## config.mk

```make
export PLATFORM = sky130hd
export DESIGN_NAME = product_accumulator
export DESIGN_NICKNAME = d
export VERILOG_FILES = /design/src/rtl/product_accumulator.sv
export SDC_FILE = /design/constraint.sdc
export NUM_CORES = 1
export LEC_CHECK = 0
export ABC_AREA = 1
export CAP_MARGIN = 20
export CORE_ASPECT_RATIO = 0.8
export CORE_MARGIN = 4
export CORE_UTILIZATION = 40
export CTS_CLUSTER_DIAMETER = 100
export DETAILED_ROUTE_END_ITERATION = 12
export PLACE_DENSITY = 0.66
export SLEW_MARGIN = 20
export SYNTH_ARGS = -nofsm -noshare
export SYNTH_HDL_FRONTEND = slang
export SYNTH_SLANG_ARGS = --single-unit
```

## constraint.sdc

```tcl
create_clock -name clk_i -period 5.6 [get_ports clk_i]
set_input_delay 1.12 -clock clk_i [delete_from_list [all_inputs] [get_ports clk_i]]
set_output_delay 1.12 -clock clk_i [all_outputs]
set_load 0.05 [all_outputs]
```

## src/rtl/product_accumulator.sv

```systemverilog
// Streaming accumulator for multiplier products: sums a last-terminated group
// with saturation and presents the result on a valid/ready port until taken.
module product_accumulator #(
  parameter int N     = 4,
  parameter int ACC_W = 2*N+4,
  parameter int CNT_W = 8
) (
  input  logic               clk_i,
  input  logic               rst_i,
  input  logic               clear_i,
  input  logic               valid_i,
  input  logic [2*N-1:0]     product_i,
  input  logic               last_i,
  output logic               ready_o,
  output logic [ACC_W-1:0]   sum_o,
  output logic               sum_valid_o,
  input  logic               sum_ready_i,
  output logic [CNT_W-1:0]   count_o,
  output logic               overflow_o
);

  typedef enum logic {ACCUM, HOLD} state_t;

  state_t             state_q, state_d;
  logic [ACC_W-1:0]   acc_q, acc_d;
  logic [CNT_W-1:0]   count_q, count_d;
  logic               ovf_q, ovf_d;

  logic [ACC_W:0]     sum_full;
  logic               beat;

  // The accumulator is already saturated, so one extra bit holds any true sum.
  assign sum_full = {1'b0, acc_q} + {{(ACC_W+1-2*N){1'b0}}, product_i};
  assign beat     = valid_i && (state_q == ACCUM);

  // NOTE: every always_comb output gets a default first so no latch is inferred.
  always_comb begin
    state_d = state_q;
    acc_d   = acc_q;
    count_d = count_q;
    ovf_d   = ovf_q;
    if (clear_i) begin
      state_d = ACCUM;
      acc_d   = '0;
      count_d = '0;
      ovf_d   = 1'b0;
    end else begin
      unique case (state_q)
        ACCUM: if (beat) begin
          acc_d   = sum_full[ACC_W] ? {ACC_W{1'b1}} : sum_full[ACC_W-1:0];
          count_d = (count_q == {CNT_W{1'b1}}) ? count_q : count_q + 1'b1;
          ovf_d   = ovf_q | sum_full[ACC_W];
          if (last_i) state_d = HOLD;
        end
        HOLD: if (sum_ready_i) begin
          state_d = ACCUM;
          acc_d   = '0;
          count_d = '0;
          ovf_d   = 1'b0;
        end
        default: state_d = ACCUM;
      endcase
    end
  end

  // NOTE: sequential state uses non-blocking assignments so every register
  // samples pre-edge values regardless of statement order.
  always_ff @(posedge clk_i or posedge rst_i) begin
    if (rst_i) begin
      state_q <= ACCUM;
      acc_q   <= '0;
      count_q <= '0;
      ovf_q   <= 1'b0;
    end else begin
      state_q <= state_d;
      acc_q   <= acc_d;
      count_q <= count_d;
      ovf_q   <= ovf_d;
    end
  end

  assign ready_o     = (state_q == ACCUM);
  assign sum_valid_o = (state_q == HOLD);
  assign sum_o       = acc_q;
  assign count_o     = count_q;
  assign overflow_o  = ovf_q;

endmodule

```

==> Yosys cells after proc, flatten, opt, wreduce, memory -nomap -nowiden <==
Index checks and enable logic that the tools add are counted.
{ "word_totals": {"register_bits": 22, "latchBits": 0, "mem_bits_rw": 0, "romBits": 0, "input_bits": 14, "memories": 0} }
{ "op_classes": {"addsub": 2, "multipliers": 0, "n_div": 0, "n_lt_le_gt_ge": 0, "eq_ne": 4, "shift": 0, "n_mux": 19, "bitwise_logic": 2, "n_reduce_logical": 3} }
{ "op_table": {"columns": ["cell", "count"], "rows": [
  ["12-bit 2-to-1 mux", 4],
  ["8-bit 2-to-1 mux", 4],
  ["12-bit case mux with 2 select lines", 1],
  ["8-bit case mux with 2 select lines", 1],
  ["12-bit by 8-bit adder with 13-bit output", 1],
  ["8-bit by 1-bit adder with 8-bit output (second input constant)", 1],
  ["8-bit == test (second input constant)", 1],
  ["1-bit 2-to-1 mux", 7],
  ["3-bit != test (second input constant)", 2],
  ["1-bit case mux with 2 select lines", 2],
  ["3-bit by 2-bit != test with 1-bit output (second input constant)", 1],
  ["3-bit AND reduction", 1],
  ["2-bit AND reduction", 1],
  ["1-bit logical AND", 1],
  ["1-bit NOT", 1],
  ["1-bit bitwise OR", 1]
]} }

==> Depth between registers and ports, before layout <==
{ "logic_depth": {"ltp_word": 5, "mapped_depth": 12} }

==> Least setup slack after synthesis <==
OpenSTA, ideal clock, no wires.
{ "synth_timing": {"path_type": "input-to-reg", "startpoint": "input port product_i[0]", "endpoint": "register acc_q[2] (netlist: sum_o[2])", "arrival_time_ns": 2.418, "setup_slack_ns": 3.065, "stages": 12, "path_cell_list": "ha_1 -> fa_1 -> nand2_1 -> inv_1 -> nand2_1 -> nand2_2 -> nand2_2 -> nand2_2 -> nand2_2 -> o21ai_0 -> nand2_1 -> nand2_1"} }
{ "synth_via": {"elab_chain_cells": 5} }
{ "synth_rtl": {"columns": ["item", "line_no", "source"], "rows": [
  ["from (decl)", "12", "input logic [2*N-1:0] product_i,"],
  ["12-bit by 8-bit adder with 13-bit output", "33", "assign sum_full = {1'b0, acc_q} + {{(ACC_W+1-2*N){1'b0}}, product_i};"],
  ["12-bit 2-to-1 mux", "50", "acc_d = sum_full[ACC_W] ? {ACC_W{1'b1}} : sum_full[ACC_W-1:0];"],
  ["12-bit 2-to-1 mux", "49", "ACCUM: if (beat) begin"],
  ["12-bit case mux with 2 select lines", "48", "unique case (state_q)"],
  ["12-bit 2-to-1 mux", "42", "if (clear_i) begin"],
  ["to (signal assigned)", "71", "acc_q <= '0;"],
  ["to (signal assigned)", "76", "acc_q <= acc_d;"],
  ["to (decl)", "25", "logic [ACC_W-1:0] acc_q, acc_d;"]
]} }
No other way between the ends. The select of a mux whose other input is x is not followed.
A chain may end at the register's enable or synchronous reset.

==> Worst setup path after layout <==
Ends and elaborated chain as after synthesis.

==> results.py <==
metrics = {
    "cells_and_area": {
        "final_nets": 303,
        "mostFrequentLayoutCells": "89 x nand2_1, 36 x clkdlybuf4s50_1, 26 x inv_1, 22 x nand3_1, 22 x dfrtp_1",
        "drive_above_1_share_pct": 7.55,
        "area_growth_pct": 29.8,
        "final_core_util_pct": 54.8,
        "layout_commonest_cell": "nand2_1",
        "multi_input_area_um2": 956,
        "postLayoutCellArea_um2": 2130,
        "layout.area.seq_um2": 551,
        "antenna_cells": 0,
        "fill_cells": 384,
    },
    "clocking": {
        "cts_num_sinks": 22,
        "postCtsSetupBuffers": 0,
        "cts.root.buffer_cell": "clkbuf_8",
        "clkLatencyLatePin_ns": 0.27,
        "clk_transition_reported_paths_ns": 0.09,
        "clockBufferDepth": 2,
        "cts_tree": "done",
        "htreeDepth": 1,
        "numCtsBuffers": 3,
        "holdBufCountCts": 0,
        "cts_resized": 0,
    },
    "global_route": {
        "first_global_vias": 1518,
        "antenna_found_initial": 0,
        "grt_pass1_wl_mm": 7.36,
        "overflow": 0,
        "grt.total_usage_pct": 18.0,
        "grt_start_max_net_pins": 23,
    },
    "route": {
        "drt-wirelength-per-cell_um": 12.7,
        "avgViaCountPerCell": 4.92,
        "drc_errors": 0,
        "first_pass_iters": 4,
        "postRouteAntennaNets": 0,
        "vias": 1638,
        "drt_iter0_markers": 85,
        "wl_mm": 4.23,
    },
    "synth": {
        "synth_compound_area_share_pct": 9.47,
        "seq_area_frac_synth_pct": 33.6,
        "ys_seq_elements": 22,
        "synthMuxAreaShare_pct": 0,
        "async_flop_share_pct": 100,
        "synth-edff-count": 0,
        "synth_area_um2": 1640,
        "synth_top_family_by_area": "simple AND/OR/NAND/NOR gates",
        "ys.flop_type": "dfrtp_1",
        "avgSynthCellArea_um2": 6.82,
        "synthSimpleGateAreaFrac_pct": 38.7,
        "yosysWarnings": 0,
        "synthCells": 240,
        "syn-num-nets": 264,
        "synth.distinct_cells": 28,
        "synth_fa_ha_area_share_pct": 8.10,
        "synth-xor-area-share_pct": 2.14,
    },
    "place": {
        "gp_congestion": 0.878,
        "numPortBuffers": 36,
        "dp_hpwl_mm": 3.27,
        "dpl_cell_area_um2": 2050,
    },
    "worst_setup_path": {
        "end_kind": "flip-flop",
        "arrival_ns": 3.09,
        "cp-start-kind": "primary input",
        "cp_data_required_time_ns": 5.76,
        "critical_path_class": "primary input to flip-flop",
        "path_max_fanout": 9,
    },
    "die": {
        "die_w_um": 79.5,
        "die_y_um": 65.2,
        "io_pins": 37,
        "core_um2": 3880,
        "dieArea_um2": 5190,
        "num_rows": 20,
        "initial_core_util_pct": 42.2,
    },
    "worst_hold_path": {
        "hold_path_class": "flip-flop to flip-flop",
    },
    "job": {
        "drv_cap": 0,
    },
    "sta": {
        "fmax_mhz": 342,
        "finalHoldViolations": 0,
        "period_minus_slack_ns": 2.93,
        "final.period_utilization_pct": 52.2,
        "tns_ns": 0,
        "slew_viol_final": 0,
        "setup_viol": 0,
        "clock_skew_ns": 0.00690,
        "hold_ws_ns": 0.520,
        "worst_pin_slew_ns": 0.893,
        "max-slew-margin-rel_pct": 40.4,
        "rsz0062_at_grt": "false",
    },
    "pwr": {
        "p_per_area_nw_per_um2": 318,
        "peakVddDrop_v": 0.000168,
        "p_leak_nw": 1.05,
    },
    "run_status": {
        "status": "finished clean",
    },
}
[layout make-up]
cell class              count  area share, %
clock buffers               3           1.94
clock inverters             1           1.41
inverters                  31           5.59
well taps                  55           3.24
multi-input cells         185           45.0
repair buffers             36           17.0
flip-flops and latches     22           25.9
[power by group]
group / total (mW) / leakage (nW) / switching (mW) / internal (mW)
Combinational: 0.316 / 0.722 / 0.205 / 0.111
Clock: 0.151 / 0.0357 / 0.0556 / 0.0956
Sequential: 0.210 / 0.297 / 0.0284 / 0.181
Total: 0.677 / 1.05 / 0.289 / 0.388
[per-stage QoR]
step	instances	worst slack [ns]	power, mW
after floorplan	240	3.06	0.434
after global placement	329	2.49	0.525
after detailed placement	329	2.40	0.528
after CTS	333	2.68	0.681
after global routing	333	2.56	0.722
final	333	2.67	0.677
[layer usage]
layer	global-route usage, %	vias up	part of all wire, %
met3	3.01	2	5.0
met4	3.22	0	0.69
met5	0	-	0
met2	26.6	51	41
met1	27.6	742	53
li1	-	843	-
[critical path, stage by stage]
cell and delay, ns:
clkdlybuf4s50_1 0.40, ha_1 0.25, fa_1 0.43, nand2_1 0.09, inv_1 0.05, nand2_1 0.06, nand2_2 0.08, nand2_2 0.06
nand2_2 0.09, nand2_2 0.20, o21ai_0 0.13, nand2_1 0.07, nand2_1 0.05
[sequential cells by signal (all words and copies together) (netlist names)]
signal and flops:
sum_valid_o 1, overflow_o 1, count_o 8, sum_o 12
[Yosys cell counts, types with 2 or more instances]
cell type | count | share of area (%)
nand2_1 | 89 | 20
inv_1 | 26 | 6.0
dfrtp_1 | 22 | 34
nand3_1 | 22 | 6.7
nor2_1 | 18 | 4.1
a21oi_1 | 9 | 2.7
ha_1 | 9 | 6.9
nand4_1 | 7 | 2.7
nand2_2 | 5 | 1.9
o21ai_0 | 5 | 1.5
inv_2 | 4 | 0.92
o21ai_1 | 3 | 0.92
xnor2_1 | 3 | 1.6
a21boi_0 | 2 | 0.92
nor2_2 | 2 | 0.76
o21ai_4 | 2 | 2.0
[final timing paths]
path | start | endpoint | slack, ns | cells past startpoint
min in group asynchronous | rst_i | count_o[2] | 1.34 | 2
max in group asynchronous | rst_i | sum_o[2] | 3.70 | 2
max reg2reg | sum_o[0] | sum_o[2] | 3.53 | 12
min | sum_o[5] | sum_o[5] | 0.52 | 2
min reg2reg | sum_o[5] | sum_o[5] | 0.52 | 2
max | product_i[0] | sum_o[2] | 2.67 | 13
[cell families after synthesis]
family | after synthesis
AND/OR/NAND/NOR | 147
buffers and inverters | 33
AO/OA/AOI/OAI | 24
flip-flops | 22
adder cells (fa/ha/maj) | 10
XOR/XNOR | 4
(Power assumes the default switching activity.)
